`config.mk`:
```
export PLATFORM = sky130hd
export DESIGN_NAME = fifo_ctrl
export DESIGN_NICKNAME = d
export VERILOG_FILES = /design/src/rtl/fifo_ctrl.sv
export SDC_FILE = /design/constraint.sdc
export NUM_CORES = 1
export LEC_CHECK = 0
export CORE_AREA = 2 2 39 41
export CTS_CLUSTER_DIAMETER = 40
export DETAILED_ROUTE_END_ITERATION = 7
export DIE_AREA = 0 0 41 43
export SYNTH_ARGS = -nofsm -noshare
export SYNTH_HDL_FRONTEND = slang
export SYNTH_SLANG_ARGS = --single-unit
```
`constraint.sdc`:
```
create_clock -name clock -period 2.83 [get_ports clock]
set_input_delay 0.4245 -clock clock [delete_from_list [all_inputs] [get_ports clock]]
set_output_delay 0.4245 -clock clock [all_outputs]
set_load 0.05 [all_outputs]
```
`src/rtl/fifo_ctrl.sv`:
```
// Synchronous FIFO controller driving an external dual-port RAM with a zero-latency read port.
// Holds the pointers and occupancy count. All handshake and RAM-side outputs are decoded combinationally from state.
module fifo_ctrl #(
    parameter int unsigned ADDRESS_BITS = 1,
    parameter int unsigned DATA_BITS    = 1
) (
    input  logic                    clock,
    input  logic                    reset,
    input  logic                    flush,
    input  logic                    in_valid,
    input  logic [DATA_BITS-1:0]    in_data,
    output logic                    in_ready,
    output logic                    out_valid,
    output logic [DATA_BITS-1:0]    out_data,
    input  logic                    out_ready,
    output logic [ADDRESS_BITS:0]   level,
    output logic                    ram_write,
    output logic [ADDRESS_BITS-1:0] ram_address_in,
    output logic [ADDRESS_BITS-1:0] ram_address_out,
    output logic [DATA_BITS-1:0]    ram_data_in,
    input  logic [DATA_BITS-1:0]    ram_data_out
);

    localparam int unsigned CNT_W = ADDRESS_BITS + 1;
    localparam int unsigned DEPTH = 1 << ADDRESS_BITS;

    logic [ADDRESS_BITS-1:0] wp;
    logic [ADDRESS_BITS-1:0] rp;
    logic [CNT_W-1:0]        count;
    logic                    push;
    logic                    pop;

    // Ready and valid depend only on count, so there is no fall-through and no pass-through when full.
    assign in_ready  = (count != CNT_W'(DEPTH));
    assign out_valid = (count != CNT_W'(0));

    // A flush cycle, or reset held asserted, must not write the RAM or consume a word.
    assign push = in_valid & in_ready & ~flush & reset;
    assign pop  = out_valid & out_ready & ~flush;

    assign ram_write       = push;
    assign ram_address_in  = wp;
    assign ram_data_in     = in_data;
    assign ram_address_out = rp;
    assign out_data        = ram_data_out;
    assign level           = count;

    always_ff @(posedge clock or negedge reset) begin
        if (!reset) begin
            wp    <= '0;
            rp    <= '0;
            count <= '0;
        end else if (flush) begin
            wp    <= '0;
            rp    <= '0;
            count <= '0;
        end else begin
            if (push) wp <= wp + ADDRESS_BITS'(1);
            if (pop)  rp <= rp + ADDRESS_BITS'(1);
            case ({push, pop})
                2'b10:   count <= count + CNT_W'(1);
                2'b01:   count <= count - CNT_W'(1);
                default: count <= count;
            endcase
        end
    end

endmodule

```
; Word level (Yosys, flattened, before mapping)
; Index checks and enable logic that the tools add are counted.
[totals]
regBits = 4
in_bits = 7
out_inout_bits = 9
[classes]
add_sub_neg = 4
n_eq_ne = 3
n_mux = 6
n_bitwise = 6
reduce_logical = 4
[op_table]
columns = operator, count
row1 = 2-bit nonzero test, 3
row2 = 1-bit AND, 5
row3 = 1-bit 2-to-1 mux, 4
row4 = 2-bit case mux with 2 select lines, 1
row5 = 3-bit nonzero test, 1
row6 = "1-bit adder, second input constant", 2
row7 = "2-bit by 1-bit adder with 2-bit output, second input constant", 1
row8 = "2-bit by 1-bit equality test with 1-bit output, second input constant", 1
row9 = "2-bit equality test, second input constant", 1
row10 = 2-bit 2-to-1 mux, 1
row11 = "2-bit != test, second input constant", 1
row12 = "2-bit by 1-bit subtractor with 2-bit output, second input constant", 1
row13 = 1-bit NOT, 1

; Depth between registers and ports, before layout
[depth]
depth_word = 7
mapped_depth = 3
depth_no_buf = 3

; Worst setup path before layout
; OpenSTA, ideal clock, no wires.
[synth_path]
path_type = reg-to-output
startpoint = register count[1] (netlist: level[1])
endpoint = output port ram_write
arrival_ns = 1.959
slack_ns = 0.447
stages_incl_launch_ff = 3
path_buffers = 0
path_cell_list = dfrtp_1 > nor2b_2 > nor3_1
[synth_between]
elab_chain_cells = 4
[synth_lines]
columns = item, line
row1 = "start, declared", 29  ; logic [CNT_W-1:0] count;
row2 = "start signal, assigned", 61  ; 2'b10: count <= count + CNT_W'(1);
row3 = "start signal, assigned", 62  ; 2'b01: count <= count - CNT_W'(1);
row4 = "start signal, assigned", 63  ; default: count <= count;
row5 = 2-bit != test, 34  ; assign in_ready = (count != CNT_W'(DEPTH));
row6 = 1-bit AND (3 in a row), 38  ; assign push = in_valid & in_ready & ~flush & reset;
row7 = "end, declared", 17  ; output logic ram_write,
; Every way passes these cells.

; Worst setup path in the final report
[layout_path]
startpoint = register count[1] (netlist: level[1])
endpoint = output port in_ready
[layout_between]
elab_chain_cells = 1
[layout_lines]
columns = item, line
row1 = 2-bit != test, 34
row2 = "end, declared", 12  ; output logic in_ready,
; Every way passes these cells.

==> summary.txt <==
Setup path
  • Worst path depth: 3
  • Worst Setup EP: in_ready
  • CP required: 2410 ps
  • Max incr delay on CP: 790 ps
  • Crit end category: primary output
  • Critical path class: flop to primary output
  • Worst-path maximum fanout: 6
  • Crit path cell chain: nor2b_2, inv_1, clkdlybuf4s50_1
  • Critical Path Start: level[1]
  • Reg2reg end: ram_address_in
  • Critical path arrival: 1700 ps
  • Worst path bufs/invs: 2
  • Worst R2R Start: level[1]
  • CP Launch Type: flop
  • Crit-path slowest cell: clkdlybuf4s50_1
  • Reg-to-reg setup timing slack: 1650 ps
  • FF-to-FF path depth: 3
  • Delay-heaviest family, CP: buffers and inverters

CTS
  • CTS-repair resized insts: 0
  • Root buffer cell: clkbuf_4
  • Clock sink count: 4
  • Clock-pin slew on the worst setup and hold paths: 40 ps
  • CTS Buffer Depth: 2
  • Post-CTS setup buffers: 0
  • H-tree Lvls: 1
  • Total CTS buffers: 3
  • Later-pin clock latency in the skew report: 240 ps
  • TritonCTS clock tree: built
  • Hold-fix buffers at CTS: 0

STA
  • Final setup fails: 0
  • Max Clk Rate: 0.471 GHz
  • Setup Total Neg Slack: 0 ps
  • Slack of the critical path: 707 ps
  • Period utilization: 75.0%
  • Rel. slew slack: 66.7%
  • Slew Limit Fails: 0
  • Slew @ Worst Pin: 498 ps
  • RSZ-0062 raised after global routing: false
  • Hold Fails Final Rpt: 0
  • Clock skew: 8.76 ps
  • Tmin final: 2120 ps

Layout
  • Finished Cell Area: 372 sq um
  • P&R area growth vs syn: 57.1%
  • Multi-input logic area: 118 sq um
  • Final #Nets: 46
  • Fillers: 151
  • Register Area: 100 sq um
  • Layout cells sized above 1: 16.2%
  • N_diodes: 0
  • Final Util: 26.9%

Logic synthesis
  • Seq/Total Area, Yosys: 42.3%
  • Mapped Area: 236 sq um
  • Number of synthesized flops with an enable pin: 0
  • Post-synth top area share: 42.3%
  • Cell taking the most area after synthesis: dfrtp_1
  • Syn nets: 32
  • Avg Synthesized Cell Area: 9.46 sq um
  • Mapped Cells: 25
  • Post-synth top flop: dfrtp_1
  • Yosys warns: 0
  • Leading cell type by number of instances after synthesis: dfrtp_1
  • Library cells used by synthesis: 20
  • Synth async-reset ratio: 100%
  • Most area-consuming cells after synthesis: dfrtp_1 42%, buf_4 6.3%, o2bb2a_2 4.8%
  • FF+latch count, synth: 4
  • Top post-synthesis cells by count: 4 x dfrtp_1, 2 x a21oi_1, 2 x buf_4

Floorplanning
  • Initial core utilization: 17.1%
  • Die Area: 1760 sq um
  • Core box area: 1380 sq um
  • Io pins: 16
  • Die width: 41 microns
  • Die Y: 43 microns
  • Row count: 14

GRT
  • GRT Total Usage: 7.65%
  • Largest net degree at the start of global routing: 8
  • GRT overflow: 0
  • Vias in the first global route: 184
  • First-pass GRT wire length: 807 microns
  • Initial antenna violation count: 0

Worst hold path
  • Hold WC Path Type: primary input to async pin

Drt
  • Initial DRC count: 6
  • Via Count: 220
  • Drt drc: 0
  • Drt total wl: 538 microns
  • DR WL/cell: 10.2 microns
  • Detail Route Antenna Nets: 0
  • Drt via density: 4.15
  • Drt pass-1 iters: 3

Place
  • Placer Congestion: 0.641
  • Cell Area, Placed: 349 sq um
  • Input/output buffers: 11
  • Final HPWL DP: 404 microns
  • Pre-CTS WS: 773 ps

Pwr
  • PnR Total Power: 0.184 mW
  • Leak: 0.153 nW
  • VDD IR max: 0.169 mV
  • Power per cell area: 495 nW/um^2

Status
  • Status: completed

Flow run
  • Max-cap violations: 0
metal layers:
metal	track usage, %	vias up	share of wire (%)
met3	4.71	2	8.6
met2	8.13	11	39
met4	8.00	0	3.7
li1	-	118	-
met1	9.42	89	49
met5	0	-	0
report_power, final:
group / internal [mW] / leakage, nW / total (mW) / switching, mW
clock network: 0.0475 / 0.0138 / 0.0731 / 0.0255
registers: 0.0606 / 0.0541 / 0.0639 / 0.00328
logic: 0.0181 / 0.0847 / 0.0468 / 0.0286
registers in the layout, summed over array words and instances (netlist names):
name and count:
level 2, ram_address_out 1, ram_address_in 1
worst min-delay path by stage:
stage / startpoint / endpoint / slack (ps) / cells after the start
after global placement: ram_address_out / ram_address_out / 540 / 2
after detailed placement: ram_address_out / ram_address_out / 540 / 2
after CTS: reset / ram_address_out / 420 / 1
final: reset / ram_address_out / 420 / 1
after global routing: reset / ram_address_out / 440 / 1
after floorplan: reset / level[0] / 130 / 0
metrics by stage:
| stage | hold WS (ps) | instances |
|---|---|---|
| after floorplan | 129 | 25 |
| after global placement | 537 | 50 |
| after detailed placement | 543 | 50 |
| after CTS | 419 | 53 |
| after global routing | 438 | 53 |
| final | 420 | 53 |
layout make-up:
cell class,instances,share of cell area (%)
clock buffer,3,6.06
inverter,1,1.01
multi-input combinational,18,31.6
sequential,4,26.9
tap,16,5.39
timing repair buffer,11,29.0
placed cells by master (no fill, tap or decap), drive strengths merged, types with 2 or more instances in the layout:
cell / n
a21oi: 2
clkbuf: 3
clkdlybuf4s50: 10
o21ai: 2
dfrtp: 4
logic make-up after synthesis:
group | share of synthesized area, %
AO/OA/AOI/OAI | 22.2
AND/OR/NAND/NOR | 23.8
buffers and inverters | 7.93
XOR/XNOR | 3.70
flip-flops | 42.3
(Power assumes the default switching activity.)
